File: config.mk
export PLATFORM = sky130hd
export DESIGN_NAME = alarm_register_bank
export DESIGN_NICKNAME = d
export VERILOG_FILES = /design/src/rtl/alarm_register_bank.sv
export SDC_FILE = /design/constraint.sdc
export NUM_CORES = 1
export LEC_CHECK = 0
export ABC_AREA = 1
export BUFFER_PORTS_ARGS = -buffer_cell sky130_fd_sc_hd__buf_2
export CORE_UTILIZATION = 53
export CTS_CLUSTER_DIAMETER = 80
export DETAILED_ROUTE_END_ITERATION = 16
export GPL_TIMING_DRIVEN = 0
export PLACE_DENSITY = 0.84
export SLEW_MARGIN = 20
export SYNTH_ARGS = -nofsm -noshare
export SYNTH_HDL_FRONTEND = slang
export SYNTH_SLANG_ARGS = --single-unit
File: constraint.sdc
create_clock -name Clk -period 1.57 [get_ports Clk]
set_clock_uncertainty 0.05 [all_clocks]
set_input_delay 0.314 -clock Clk [delete_from_list [all_inputs] [get_ports Clk]]
set_output_delay 0.314 -clock Clk [all_outputs]
set_load 0.03 [all_outputs]
File: src/rtl/alarm_register_bank.sv
// alarm_register_bank
//   Holds DAYS alarm-time registers (WIDTH bits each) with one arm bit per day
//   and one indexed combinational read port. On each minute strobe the current
//   day's alarm is compared against the current time. A ring / snooze /
//   dismiss state machine is driven from that comparison.
//
//   Optional feature: define ALARM_TIMEOUT_EN to auto-stop ringing after
//   RING_MIN minute ticks. Without it, ringing lasts until Dismiss, Snooze
//   or Clr.
//
// Ports
//   Clk       in   clock, rising edge
//   Clr       in   synchronous reset, active-low
//   LD_R      in   write enable
//   STO       in   write index (writes with STO >= DAYS are dropped)
//   data      in   alarm time to store
//   Arm_In    in   arm bit stored together with data
//   RD_SEL    in   read index
//   Q_rd      out  register[RD_SEL], or 0 when RD_SEL >= DAYS
//   Armed     out  arm bits, bit i = day i
//   Cur_Day   in   current day index
//   Cur_Time  in   current time, sampled on Min_Tick
//   Min_Tick  in   one-cycle pulse per minute
//   Snooze    in   snooze request pulse
//   Dismiss   in   dismiss request pulse
//   Alarm     out  high while ringing (registered)
//   Snoozing  out  high while snoozing (registered)
//   Alarm_Day out  day index of the current/last alarm event
module alarm_register_bank #(
    parameter int DAYS       = 7,
    parameter int WIDTH      = 13,
    parameter int SNOOZE_MIN = 9,
    parameter int MAX_SNOOZE = 3,
    parameter int RING_MIN   = 5,
    localparam int SW        = $clog2(DAYS)
) (
    input  logic             Clk,
    input  logic             Clr,
    input  logic             LD_R,
    input  logic [SW-1:0]    STO,
    input  logic [WIDTH-1:0] data,
    input  logic             Arm_In,
    input  logic [SW-1:0]    RD_SEL,
    output logic [WIDTH-1:0] Q_rd,
    output logic [DAYS-1:0]  Armed,
    input  logic [SW-1:0]    Cur_Day,
    input  logic [WIDTH-1:0] Cur_Time,
    input  logic             Min_Tick,
    input  logic             Snooze,
    input  logic             Dismiss,
    output logic             Alarm,
    output logic             Snoozing,
    output logic [SW-1:0]    Alarm_Day
);

    localparam int SNZ_W = $clog2(SNOOZE_MIN + 1);
    // Keep the snooze-count register at least 1 bit even when MAX_SNOOZE = 0.
    localparam int NUM_W = (MAX_SNOOZE < 1) ? 1 : $clog2(MAX_SNOOZE + 1);

    localparam logic [SW:0]       DAYS_W   = (SW+1)'(DAYS);
    localparam logic [SNZ_W-1:0]  SNZ_LOAD = SNZ_W'(SNOOZE_MIN);
    localparam logic [NUM_W-1:0]  NUM_MAX  = NUM_W'(MAX_SNOOZE);

    typedef enum logic [1:0] {S_IDLE, S_RINGING, S_SNOOZING} state_e;

    logic [DAYS-1:0][WIDTH-1:0] regs_q;
    logic [DAYS-1:0]            armed_q;
    state_e                     state_q, state_d;
    logic [SW-1:0]              day_q, day_d;
    logic [SNZ_W-1:0]           snz_cnt_q, snz_cnt_d;
    logic [NUM_W-1:0]           snz_num_q, snz_num_d;
    logic                       alarm_q, snoozing_q;
    logic                       sto_ok, rd_ok, day_ok, match, snooze_ok;

`ifdef ALARM_TIMEOUT_EN
    localparam int               RING_W    = $clog2(RING_MIN + 1);
    localparam logic [RING_W-1:0] RING_LAST = RING_W'(RING_MIN - 1);
    logic [RING_W-1:0]           ring_cnt_q, ring_cnt_d;
`endif

    assign sto_ok = ({1'b0, STO}     < DAYS_W);
    assign rd_ok  = ({1'b0, RD_SEL}  < DAYS_W);
    assign day_ok = ({1'b0, Cur_Day} < DAYS_W);

    // Register file. Reads see the pre-edge contents, so a same-cycle write
    // never disturbs the match compare below.
    always_ff @(posedge Clk) begin
        if (!Clr) begin
            regs_q  <= '0;
            armed_q <= '0;
        end else if (LD_R && sto_ok) begin
            regs_q[STO]  <= data;
            armed_q[STO] <= Arm_In;
        end
    end

    assign Q_rd  = rd_ok ? regs_q[RD_SEL] : '0;
    assign Armed = armed_q;

    assign match     = Min_Tick && day_ok && armed_q[Cur_Day] &&
                       (regs_q[Cur_Day] == Cur_Time);
    assign snooze_ok = Snooze && (snz_num_q < NUM_MAX);

    always_comb begin
        state_d   = state_q;
        day_d     = day_q;
        snz_cnt_d = snz_cnt_q;
        snz_num_d = snz_num_q;
`ifdef ALARM_TIMEOUT_EN
        ring_cnt_d = ring_cnt_q;
`endif
        case (state_q)
            S_IDLE: begin
                if (match) begin
                    state_d   = S_RINGING;
                    day_d     = Cur_Day;
                    snz_num_d = '0;
`ifdef ALARM_TIMEOUT_EN
                    ring_cnt_d = '0;
`endif
                end
            end
            S_RINGING: begin
                if (Dismiss) begin
                    state_d = S_IDLE;
                end else if (snooze_ok) begin
                    state_d   = S_SNOOZING;
                    snz_cnt_d = SNZ_LOAD;
                    snz_num_d = snz_num_q + NUM_W'(1);
                end
`ifdef ALARM_TIMEOUT_EN
                else if (Min_Tick) begin
                    if (ring_cnt_q == RING_LAST) state_d = S_IDLE;
                    else                         ring_cnt_d = ring_cnt_q + RING_W'(1);
                end
`endif
            end
            S_SNOOZING: begin
                if (Dismiss) begin
                    state_d = S_IDLE;
                end else if (Min_Tick) begin
                    if (snz_cnt_q == SNZ_W'(1)) begin
                        state_d   = S_RINGING;
                        snz_cnt_d = '0;
`ifdef ALARM_TIMEOUT_EN
                        ring_cnt_d = '0;
`endif
                    end else begin
                        snz_cnt_d = snz_cnt_q - SNZ_W'(1);
                    end
                end
            end
            default: state_d = S_IDLE;
        endcase
    end

    // Outputs are flopped from the next state so they change on the same
    // edge as the state register.
    always_ff @(posedge Clk) begin
        if (!Clr) begin
            state_q    <= S_IDLE;
            day_q      <= '0;
            snz_cnt_q  <= '0;
            snz_num_q  <= '0;
            alarm_q    <= 1'b0;
            snoozing_q <= 1'b0;
        end else begin
            state_q    <= state_d;
            day_q      <= day_d;
            snz_cnt_q  <= snz_cnt_d;
            snz_num_q  <= snz_num_d;
            alarm_q    <= (state_d == S_RINGING);
            snoozing_q <= (state_d == S_SNOOZING);
        end
    end

`ifdef ALARM_TIMEOUT_EN
    always_ff @(posedge Clk) begin
        if (!Clr) ring_cnt_q <= '0;
        else      ring_cnt_q <= ring_cnt_d;
    end
`endif

    assign Alarm     = alarm_q;
    assign Snoozing  = snoozing_q;
    assign Alarm_Day = day_q;

endmodule

**Word-level counts from Yosys, hierarchy flattened**

Index checks and enable logic that the tools add are counted.

- Add/subtract/negate cells: 2
- Multipliers: 0
- Div/mod/pow operators: 0
- $lt $le $gt $ge: 8
- Equality and inequality tests: 11
- Shift-type cells: 0
- Mux-type cells: 30
- Bitwise operators: 0
- Reductions and logical operators: 12

Operators with widths:

| operator | count |
|---|---|
| $bwmux 91 | 1 |
| $bmux 13 s3 | 2 |
| $mux 13 | 4 |
| $demux 13 s3 | 1 |
| $mux 4 | 5 |
| $mux 2 | 9 |
| $eq 13x13->1 | 1 |
| $lt 3x4->1 const B | 3 |
| $ne 2x2->1 const B | 5 |
| $lt 3x3->1 const B | 3 |
| $pmux 4 s2 | 1 |
| $bwmux 7 | 1 |
| $logic_and 1x1->1 | 6 |
| $pmux 2 s3 | 1 |
| $reduce_and 5->1 | 1 |
| $eq 2x1->1 const B | 2 |
| $eq 2x2->1 const B | 2 |
| $eq 4x1->1 const B | 1 |
| $pmux 2 s2 | 1 |
| $reduce_and 4->1 | 1 |
| $reduce_bool 2->1 | 2 |
| $sub 4x1->4 const B | 1 |
| $bmux 1 s3 | 1 |
| $demux 1 s3 | 1 |
| 6 further kinds | 7 |

- Register bits after elaboration: 111
- Latch bits: 0
- Memory bits (writable): 0
- ROM bits: 0
- Output and inout bits: 25
- Word-level logic and storage cells: 77
- Memories kept: 0

**Longest topological paths before layout**

Gate-level depths: netlist of run 1.

- Depth after elaboration: 7
- Mapped depth: 16

**Worst setup path before layout of run 1**

No wires, ideal clock.

- Path kind: input to output
- From: input port RD_SEL[0]
- To: output port Q_rd[10]
- Arrival time: 1765 ps
- Required time: 1206 ps
- Path slack: -559 ps
- Stages on the path: 7
- Cell sequence: clkbuf_1 > inv_1 > clkbuf_1 > clkbuf_1 > a21oi_1 > o21ai_0 > a31oi_1

- Longest elaborated chain between the ends: 3
- Elaborated cells between the ends (all ways): 4

RTL lines:

| item | line | text |
|---|---|---|
| start: declaration | 43 | `input logic [SW-1:0] RD_SEL,` |
| $bmux 13 s3 | 97 | `assign Q_rd = rd_ok ? regs_q[RD_SEL] : '0;` |
| $mux 13 (not written as such) | 97 |  |
| $mux 13 * | 97 |  |
| end: declaration | 44 | `output logic [WIDTH-1:0] Q_rd,` |

Every way passes the cells marked *; elsewhere a longest branch is shown, timed or not. The select of a mux whose other input is x is not followed.

**Worst setup path in the final report of run 1**

- From: register regs_q[8] (netlist name)
- To: output port Q_rd[8]

- Longest elaborated chain between the ends: 3

RTL lines:

| item | line | text |
|---|---|---|
| start: declaration | 66 | `logic [DAYS-1:0][WIDTH-1:0] regs_q;` |
| start signal: indexed assignment | 92 | `regs_q[STO] <= data;` |
| $bmux 13 s3 | 97 |  |
| $mux 13 (not written as such) | 97 |  |
| $mux 13 | 97 |  |

No other way between the ends. The select of a mux whose other input is x is not followed.

==> results of run 1 <==
## state kept, by name, summed over array words and instances, names as in the netlist
register,cells
regs_q,91
Armed,7
snz_cnt_q,4
Alarm_Day,3
snz_num_q,2
state_q,2
Alarm,1
Snoozing,1
## through the flow
stage | util (%) | hold WS (ns)
2_1_floorplan | - | 0.383
3_3_place_gp | 62.6 | 0.396
4_1_cts | 70.7 | 0.253
6_report | 73.5 | 0.255
5_1_grt | 73.5 | 0.272
3_5_place_dp | 62.6 | 0.403
## kinds of logic after synthesis
family | synth area share (%)
DFF | 36.5
adders and majority gates | 0.617
xor gates and xnor gates | 0.144
AOI/OAI and AO/OA | 25.0
buffers and inverters | 11.7
and+or+nand+nor | 26.1
## placed cells by master (no fill, tap or decap), types with 6 or more instances in the layout
cell,count
o21ai_2,16
nand3_1,69
inv_1,72
o21ai_1,9
a31oi_4,13
nor2_1,95
nand3b_1,9
clkbuf_1,22
nor2_2,8
a21oi_1,90
nand3_2,10
buf_2,51
nand2_1,156
buf_6,29
clkbuf_2,6
dfxtp_2,19
buf_4,19
o21ai_0,107
clkbuf_16,15
dfxtp_1,91
inv_2,27
nand2_2,10
a21oi_2,24
## critical path, stage by stage, from the launching register on
cell and delay [ns]:
dfxtp_4 0.36, nand2_4 0.06, o21ai_4 0.07, a221oi_4 0.40
a31oi_4 0.07, buf_6 0.16
## layout make-up
type,instances,share of cell area [%]
well taps,140,2.16
flip-flops and latches,111,27.7
clock buffers,10,2.82
multi-input cells,664,47.6
plain buffers,59,6.30
inverters,104,5.14
clock inverters,6,0.941
repair buffers,83,7.28
## synthesized netlist by cell type (8+ instances only)
cell | count | area, um^2
o21ai_0 | 132 | 661
a31oi_1 | 14 | 87.6
clkbuf_1 | 40 | 150
inv_1 | 101 | 379
dfxtp_1 | 111 | 2220
nand2_1 | 167 | 627
nand3b_1 | 9 | 67.6
nand3_1 | 79 | 395
buf_6 | 10 | 113
a211oi_1 | 8 | 60.1
nor2_1 | 104 | 390
a21oi_1 | 118 | 591
## per-layer routing
layer,vias up,global-route usage [%],part of all wire (%)
met1,3346,52.1,37
met3,95,7.59,13
met2,568,60.9,45
met4,0,23.7,4.9
met5,-,0,0
li1,3302,-,-
## power by group through the flow
stage | Sequential [W] | Combinational (W) | Clock (W)
floorplan | 0.00301 | 0.000823 | 0
global placement | 0.00300 | 0.00120 | 0
detailed placement | 0.00301 | 0.00121 | 0
CTS | 0.00295 | 0.00138 | 0.00242
global route | 0.00296 | 0.00161 | 0.00255
finish | 0.00295 | 0.00153 | 0.00244
## what timing repair did
item | in CTS | in global routing
gates cloned | 1 | 2
buffers inserted | 15 | 5
pin swaps | 46 | 34
gates resized for setup | 144 | 88
endpoints found under the setup margin | 36 | 39
## final timing paths
check	start	to	slack, ns	cells past startpoint
max	regs_q[8]$_SDFFE_PN0P_	Q_rd[8]	-0.28	5
min	Arm_In	Armed[4]$_SDFFE_PN0P_	0.26	3
max reg2reg	regs_q[11]$_SDFFE_PN0P_	Alarm_Day[2]$_SDFFE_PN0P_	-0.26	14
min reg2reg	regs_q[56]$_SDFFE_PN0P_	regs_q[56]$_SDFFE_PN0P_	0.42	2
==> impl_results.md, run 1 <==
- Clock buffer count from CTS: 9
- Area growth from synthesis to layout: 33.3%
- Fin cells: 1177
- Die Ht: about 110 um
- Final Hold Fails: 0
- Synth warn: 0
- Detail Route Antenna Nets: 0
- CP Class: flip-flop to output pin
- Final period utilization: 118%
- Hold WC Path Type: input port to flip-flop
- CTS max path bufs: 2
- CP required: 1.21 ns
- GRT Residual Overflow: 0
- Vias in the first global route: 6416
- Worst slew pin tran: 0.709 ns
- Row cnt: 38
- Via count: roughly 7.3k
- Hold buffer count at cts: 0
- Synthesized flop and latch total: 111
- Slew headroom: between 50% and 60%
- Post-route cell area: 8110 um^2
- Clock share of power: 35.3%
- Post-synthesis cell count: 938
- CTS Sinks: 111
- Placed insts: 1138
- Synthesized area: 6080 um^2
- Power Density: 855 nW/um^2
- WL/cell: 20.3 um
- Max-Cap Viols: 0
- Number of flops mapped to enable cells by yosys: 0
- Clock Latency Late Sink: roughly 0.36 ns
- Fin nets: 1077
- # diodes: 0
- Drt via density: 6.21
- Top_reg_cell synth: dfxtp_1
- Initial antenna violation count: 0
- Root Driver: clkbuf_16
- Synth cell types: 33
- Failing checks: setup timing
- Final setup viols: 20
- IO Count: 67
- Fin Setup TNS: -4.19 ns
- Combinational share of power: between 20% and 30%
- Iter 0 DRT Violations: 1074
- Fill cells: slightly below 900
- Post-Syn Area per Cell: 6.48 um^2
- WL final: 23.9 mm
- CP Capture Type: output pin
- Pin count of the biggest net entering global routing: 20
- Power Total: 0.00693 W
- Final worst slack: -0.283 ns
- Starting Density: 55.1%
- Die width: 109 um
- First-pass GRT wire length: around 35 mm
- Drt drc: 0
- I/O Buffers: 60
- Sw Ratio: a little under a third
- Slew Viols, Final: 0
- GPL Wtd Cong: 1.02
- Global-route usage over all layers: 39.9%
- Period minus WS final: 1.85 ns
- Maximum VDD drop: 909 uV
- Leak: 3.31 nW
- Critical Path Source Type: flip-flop
- H-Tree Depth: 3
- TritonRoute pass-1 iters: 6
- Crit path arrival time: 1.49 ns
- Status: finished with violations
- DP Area: 6900 um^2
- Clock transition at the registers of the reported paths: approximately 0.08 ns
- Die area: 11900 um^2
- Register area share after synthesis: a little over a third
- Fraction of layout instances using a drive strength above 1: between 20% and 30%
- Worst slack at placement: -0.692 ns
- Core Area: 11000 um^2
- Seq pwr share: 42.6%
- Internal Power: about 0.0047 W
- Area of the multi-input gates: roughly 3900 um^2
- RSZ-0062 raised after global routing: yes
- Net switching power: 0.00221 W
- CTS tree: built
- Fraction of registers with async set/reset: 0%
- Syn_nets: 983
- Max Fclk: 0.540 GHz
- Register Area: 2250 um^2
- Hpwl dp: 16.1 mm
- Max FO, Critical Path: 2
No activity file was read; power rests on OpenSTA's default activity.
==> inputs of run 2 (changes only) <==
SKIP_CTS_REPAIR_TIMING = 1   (was unset)
==> run 2 against run 1 <==
Net effect:
- the run still ends with setup timing left
- non-clock buffer count shrank 12
- combinational power shrank 5%
- sequential power is essentially flat
- critical path type unchanged
- largest cell class unchanged
- largest power group unchanged
==> impl_results.md, run 2 (synthesis results as in run 1) <==
- # diodes: 0 (unchanged)
- Register with the most flip-flops: regs_q (unchanged)
- WL final: 23.2 mm (was 23.9 mm)
- Maximum VDD drop: 923 uV (was 909 uV)
- Commonest cells after routing, fill and taps aside: nand2_1 (154), o21ai_0 (108), a21oi_1 (95), nor2_1 (94), dfxtp_1 (87) (was nand2_1 (156), o21ai_0 (107), nor2_1 (95), dfxtp_1 (91), a21oi_1 (90))
- Initial antenna violation count: 0 (unchanged)
- DP Area: 6900 um^2 (unchanged)
- Post-route cell area: 7920 um^2 (was 8110 um^2)
- Fraction of layout instances using a drive strength above 1: 29.2% (was 28.8%)
- Starting Density: 55.1% (unchanged)
- Iter 0 DRT Violations: 1069 (was 1074)
- Slew headroom: 55.2% (was 52.7%)
- I/O Buffers: 60 (unchanged)
- Max Fclk: 0.530 GHz (was 0.540 GHz)
- Area growth from synthesis to layout: 30.2% (was 33.3%)
- Crit-path cells: inv_1, nand2_1, a221oi_4, a31oi_4, buf_6 (was nand2_4, o21ai_4, a221oi_4, a31oi_4, buf_6)
- Clock transition at the registers of the reported paths: 0.08 ns (about the same)
- Drt via density: 6.06 (was 6.21)
- Max FFs per register: 91 (unchanged)
- GRT Residual Overflow: 0 (unchanged)
- Clock Latency Late Sink: 0.36 ns (about the same)
- Slew Viols, Final: 0 (unchanged)
- CTS Sinks: 111 (unchanged)
- H-Tree Depth: 3 (unchanged)
- Critical path's largest stage delay: 0.39 ns (was 0.40 ns)
- IO Count: 67 (unchanged)
- Critical Path Source Type: flip-flop (unchanged)
- Crit path arrival time: 1.52 ns (was 1.49 ns)
- Clock buffer count from CTS: 9 (unchanged)
- CTS max path bufs: 2 (unchanged)
- Fin nets: 1065 (was 1077)
- Hold path depth: 3 (unchanged)
- Leak: 3.23 nW (was 3.31 nW)
- Final hold slack: 0.258 ns (was 0.255 ns)
- Die Ht: 109 um (unchanged)
- CP Capture Type: output pin (unchanged)
- First-pass GRT wire length: 33.1 mm (was 34.9 mm)
- CP delay by family, top: compound AO/OA/AOI/OAI gates (unchanged)
- Max FO, Critical Path: 3 (was 2)
- Pin count of the biggest net entering global routing: 20 (unchanged)
- CTS tree: built (unchanged)
- Worst Path Buf+Inv: 2 (was 1)
- Fin util: 71.8% (was 73.5%)
- Root Driver: clkbuf_16 (unchanged)
- Core Area: 11000 um^2 (unchanged)
- Vias in the first global route: 6055 (was 6416)
- WL/cell: 19.9 um (was 20.3 um)
- Drt drc: 0 (unchanged)
- Hpwl dp: 16.1 mm (unchanged)
- TritonRoute pass-1 iters: 6 (unchanged)
- Worst slack at placement: -0.692 ns (unchanged)
- Final worst slack: -0.318 ns (was -0.283 ns)
- Row cnt: 38 (unchanged)
- Worst slew pin tran: 0.672 ns (was 0.709 ns)
- Power Total: 0.00687 W (was 0.00693 W)
- Hold WC Path Type: input port to flip-flop (unchanged)
- Die width: 109 um (unchanged)
- R2R cell count: 13 (was 14)
- Power Density: 867 nW/um^2 (was 855 nW/um^2)
- Status: finished with violations (unchanged)
- Die area: 11900 um^2 (unchanged)
- Detail Route Antenna Nets: 0 (unchanged)
- Commonest non-fill, non-tap cell in the layout: nand2_1 (unchanged)
- Max-Cap Viols: 0 (unchanged)
- Fill cells: 899 (was 874)
- Final Hold Fails: 0 (unchanged)
- Via count: 7060 (was 7311)
- Slowest-stage cell, CP: a221oi_4 (unchanged)
- Final setup viols: 20 (unchanged)
- RSZ-0062 raised after global routing: yes (unchanged)
- WP depth: 5 (unchanged)
- Final period utilization: 120% (was 118%)
- CP Class: flip-flop to output pin (unchanged)
- CP required: 1.21 ns (about the same)
- Global-route usage over all layers: 38.1% (was 39.9%)
- Failing checks: setup timing (unchanged)
- GPL Wtd Cong: 1.02 (unchanged)
- Period minus WS final: 1.89 ns (was 1.85 ns)
-- run 2: cell types whose count changed in the layout (fill, tap and decap cells not counted), moves of 5 or more --
cell       before  now
clkbuf_16      15    9
nand3_2        10   25
nand3_1        69   54
buf_4          19   13
a21oi_1        90   95
-- run 2: power by group --
group	switching (W)	internal, W
Sequential	0.0000492	0.00290
Clock	0.00118	0.00127
Combinational	0.000952	0.000512
-- run 2: final timing paths --
kind	from	end	slack, ns
hold / removal	data[1]	regs_q[1]$_SDFFE_PN0P_	0.26
setup / recovery	regs_q[50]$_SDFFE_PN0P_	Q_rd[11]	-0.32
hold reg to reg	regs_q[53]$_SDFFE_PN0P_	regs_q[53]$_SDFFE_PN0P_	0.42
setup reg to reg	regs_q[51]$_SDFFE_PN0P_	Alarm_Day[0]$_SDFFE_PN0P_	-0.13
-- run 2: metal layers --
layer	GRT usage [%]	vias up	part of all wire (%)
li1	-	3272	-
met5	0	-	0
met1	51.8	3190	39
met3	5.68	100	12
met2	58.1	498	44
met4	19.6	0	5.1
-- run 2: area by class of cell --
| type | count | area [um^2] | share of cell area (%) |
|---|---|---|---|
| plain buffers | 59 | 454 | 5.74 |
| clock inverters | 6 | 76.3 | 0.964 |
| flip-flops and latches | 111 | 2250 | 28.5 |
| multi-input cells | 664 | 3840 | 48.5 |
| well taps | 140 | 175 | 2.21 |
| inverters | 104 | 413 | 5.21 |
| clock buffers | 10 | 229 | 2.89 |
| repair buffers | 71 | 477 | 6.02 |
-- run 2: stage by stage --
| stage | instances | setup TNS (ns) |
|---|---|---|
| after detailed placement | 1138 | -25.25 |
| final | 1165 | -3.44 |
| after global routing | 1165 | -4.88 |
| after global placement | 1138 | -24.38 |
| after CTS | 1154 | -7.29 |
| after floorplan | 938 | -0.561 |
-- run 2: tightest hold or removal path, stage by stage --
cell and delay [ns]:
buf_2 0.16, nor2_1 0.11, nor2_1 0.05
==> inputs of run 3 (changes only) <==
ABC_AREA = 0   (was 1)
TNS_END_PERCENT = 20   (was unset)
==> run 3 against run 2 <==
Net effect:
- the flow still finishes with violations (setup timing)
- flip-flop and latch count unchanged
- clock power down 24%
- design area down 11%
- first-iteration DRC count down 39%
- die area down 2.3%
- largest power group unchanged
==> impl_results.md, run 3 <==
- Crit path arrival time: 2.56 ns (was 1.52 ns)
- Max-Cap Viols: 0 (unchanged)
- Vias in the first global route: 5283 (was 6055)
- Fraction of layout instances using a drive strength above 1: 25.1% (was 29.2%)
- Fraction of registers with async set/reset: 0% (unchanged)
- GRT Residual Overflow: 0 (unchanged)
- # diodes: 0 (unchanged)
- Failing checks: setup timing (unchanged)
- Final period utilization: 148% (was 120%)
- Post-synth top area share: 37.4% (was 36.5%)
- Initial antenna violation count: 0 (unchanged)
- Via count: 5632 (was 7060)
- Starting Density: 54.5% (was 55.1%)
- Status: finished with violations (unchanged)
- CP Class: input port to flip-flop (was flip-flop to output pin)
- Top_reg_cell synth: dfxtp_1 (unchanged)
- Final setup viols: 44 (was 20)
- Fin nets: 815 (was 1065)
- Commonest non-fill, non-tap cell in the layout: nand2_1 (unchanged)
- RSZ-0062 raised after global routing: yes (unchanged)
- Final Hold Fails: 0 (unchanged)
- Slew Viols, Final: 0 (unchanged)
- Synth warn: 0 (unchanged)
- Commonest cells after routing, fill and taps aside: nand2_1 (225), a21boi_0 (98), dfxtp_1 (86), buf_2 (52), mux2i_1 (47) (was nand2_1 (154), o21ai_0 (108), a21oi_1 (95), nor2_1 (94), dfxtp_1 (87))
- CTS Sinks: 111 (unchanged)
- Iter 0 DRT Violations: 656 (was 1069)
- Synth cell types: 42 (was 33)
- Area growth from synthesis to layout: 18.9% (was 30.2%)
- Die width: 108 um (was 109 um)
- WL final: 19.3 mm (was 23.2 mm)
- Yosys top cell by area: dfxtp_1 (unchanged)
- CTS max path bufs: 2 (unchanged)
- Synthesized flop and latch total: 111 (unchanged)
- Largest cells by area after synthesis: dfxtp_1 (37%), nand2_1 (14%), a21boi_0 (12%), mux2i_1 (8.4%), mux4_2 (7.6%) (was dfxtp_1 (37%), o21ai_0 (11%), nand2_1 (10%), a21oi_1 (9.7%), nand3_1 (6.5%))
- Max Fclk: 0.430 GHz (was 0.530 GHz)
- IO Count: 67 (unchanged)
- Root Driver: clkbuf_8 (was clkbuf_16)
- Register area share after synthesis: 37.4% (was 36.5%)
- Number of flops mapped to enable cells by yosys: 0 (unchanged)
- Post-synthesis cell count: 690 (was 938)
- Leak: 2.59 nW (was 3.23 nW)
- Fin util: 64.8% (was 71.8%)
- CTS tree: built (unchanged)
- I/O Buffers: 62 (was 60)
- Synth cell count leaders: nand2_1 (225), dfxtp_1 (111), a21boi_0 (98), mux2i_1 (50), clkbuf_1 (34) (was nand2_1 (167), o21ai_0 (132), a21oi_1 (118), dfxtp_1 (111), nor2_1 (104))
- Register Area: 2250 um^2 (about the same)
- Critical Path Source Type: input port (was flip-flop)
- Final worst slack: -0.753 ns (was -0.318 ns)
- Row cnt: 38 (unchanged)
- Die area: 11600 um^2 (was 11900 um^2)
- Detail Route Antenna Nets: 0 (unchanged)
- H-Tree Depth: 3 (unchanged)
- Max FO, Critical Path: 10 (was 3)
- WL/cell: 21.1 um (was 19.9 um)
- Register with the most flip-flops: regs_q (unchanged)
- Area of the multi-input gates: 3640 um^2 (was 3840 um^2)
- Clock buffer count from CTS: 9 (unchanged)
- Core Area: 10900 um^2 (was 11000 um^2)
- Fill cells: 912 (was 899)
- CP Capture Type: flip-flop (was output pin)
- Hpwl dp: 13.1 mm (was 16.1 mm)
- Clock transition at the registers of the reported paths: 0.10 ns (was 0.08 ns)
- Clock Latency Late Sink: 0.39 ns (was 0.36 ns)
- Global-route usage over all layers: 34.1% (was 38.1%)
- Pin count of the biggest net entering global routing: 17 (was 20)
- Most frequent cell after synthesis: nand2_1 (unchanged)
- Die Ht: 108 um (was 109 um)
- Hold WC Path Type: input port to flip-flop (unchanged)
- Maximum VDD drop: 712 uV (was 923 uV)
- First-pass GRT wire length: 28.9 mm (was 33.1 mm)
- Slew headroom: 42.5% (was 55.2%)
- Drt drc: 0 (unchanged)
- Syn_nets: 735 (was 983)
- Synthesized area: 5940 um^2 (was 6080 um^2)
- Drt via density: 6.16 (was 6.06)
- GPL Wtd Cong: 0.960 (was 1.02)
- Post-Syn Area per Cell: 8.61 um^2 (was 6.48 um^2)
- TritonRoute pass-1 iters: 5 (was 6)
- Power Density: 792 nW/um^2 (was 867 nW/um^2)
- Worst slew pin tran: 0.862 ns (was 0.672 ns)
- Final hold slack: 0.178 ns (was 0.258 ns)
- CP required: 1.80 ns (was 1.21 ns)
- Max FFs per register: 91 (unchanged)
- Period minus WS final: 2.32 ns (was 1.89 ns)
==> run 3: critical path: stages <==
cell and delay [ns]:
buf_2 0.15, buf_12 0.17, buf_8 0.19, mux2i_2 0.28, o2bb2ai_1 0.14, mux2i_4 0.18, xor2_1 0.16, nand4_1 0.22
nor4_4 0.33, buf_6 0.17, mux2i_1 0.18, nor2b_1 0.06
==> run 3: path summary, 6_finish.rpt <==
kind,start,to,slack (ns),cells past startpoint
worst max-delay path,Cur_Day[2],Alarm_Day[2]$_SDFFE_PN0P_,-0.75,12
worst min-delay path,data[8],regs_q[60]$_SDFFE_PN0P_,0.18,3
worst max register to register,regs_q[78]$_SDFFE_PN0P_,Alarm_Day[2]$_SDFFE_PN0P_,-0.75,8
worst min register to register,regs_q[75]$_SDFFE_PN0P_,regs_q[75]$_SDFFE_PN0P_,0.43,2
==> run 3: where the power goes <==
| part | total, W | switching [W] | internal, W | leakage, nW |
|---|---|---|---|---|
| Combinational | 0.000803 | 0.000477 | 0.000326 | 1.57 |
| Sequential | 0.00291 | 0.0000415 | 0.00287 | 0.910 |
| Clock | 0.00187 | 0.000944 | 0.000930 | 0.109 |
==> run 3: final cells by class <==
| class | count | area share, % |
|---|---|---|
| Clock inverter | 4 | 0.993 |
| Tap cell | 140 | 2.48 |
| Multi-Input combinational cell | 531 | 51.6 |
| Clock buffer | 11 | 2.00 |
| Timing Repair Buffer | 69 | 6.42 |
| Inverter | 2 | 0.106 |
| Buffer | 46 | 4.45 |
| Sequential cell | 111 | 31.9 |
==> run 3: routing by layer <==
layer	vias up	GRT usage [%]	wire length, um
li1	2529	-	-
met4	0	15.8	778
met3	75	8.17	2070
met5	-	0	0
met2	361	55.0	9040
met1	2667	42.9	7370
==> run 3: cell families after synthesis <==
kind of cell	after synthesis	share of synthesized area [%]
DFF	111	37.4
buffers and inverters	48	3.50
adders and majority gates	3	0.632
and+or+nand+nor	284	20.0
AOI/OAI and AO/OA	150	18.3
xor gates and xnor gates	11	1.62
muxes	83	18.5
==> run 3: stage by stage <==
stage / instances / instance area, um^2 / worst slack (ns) / total power [W] / TNS, ns
6_report: 914 / 7060 / -0.753 / 0.00559 / -12.33
5_1_grt: 914 / 7060 / -0.813 / 0.00575 / -15.21
4_1_cts: 907 / 6680 / -1.16 / 0.00549 / -25.32
3_5_place_dp: 892 / 6470 / -1.47 / 0.00368 / -53.27
3_3_place_gp: 892 / 6470 / -1.46 / 0.00366 / -49.63
2_1_floorplan: 690 / 5980 / -0.682 / 0.00339 / -11.07
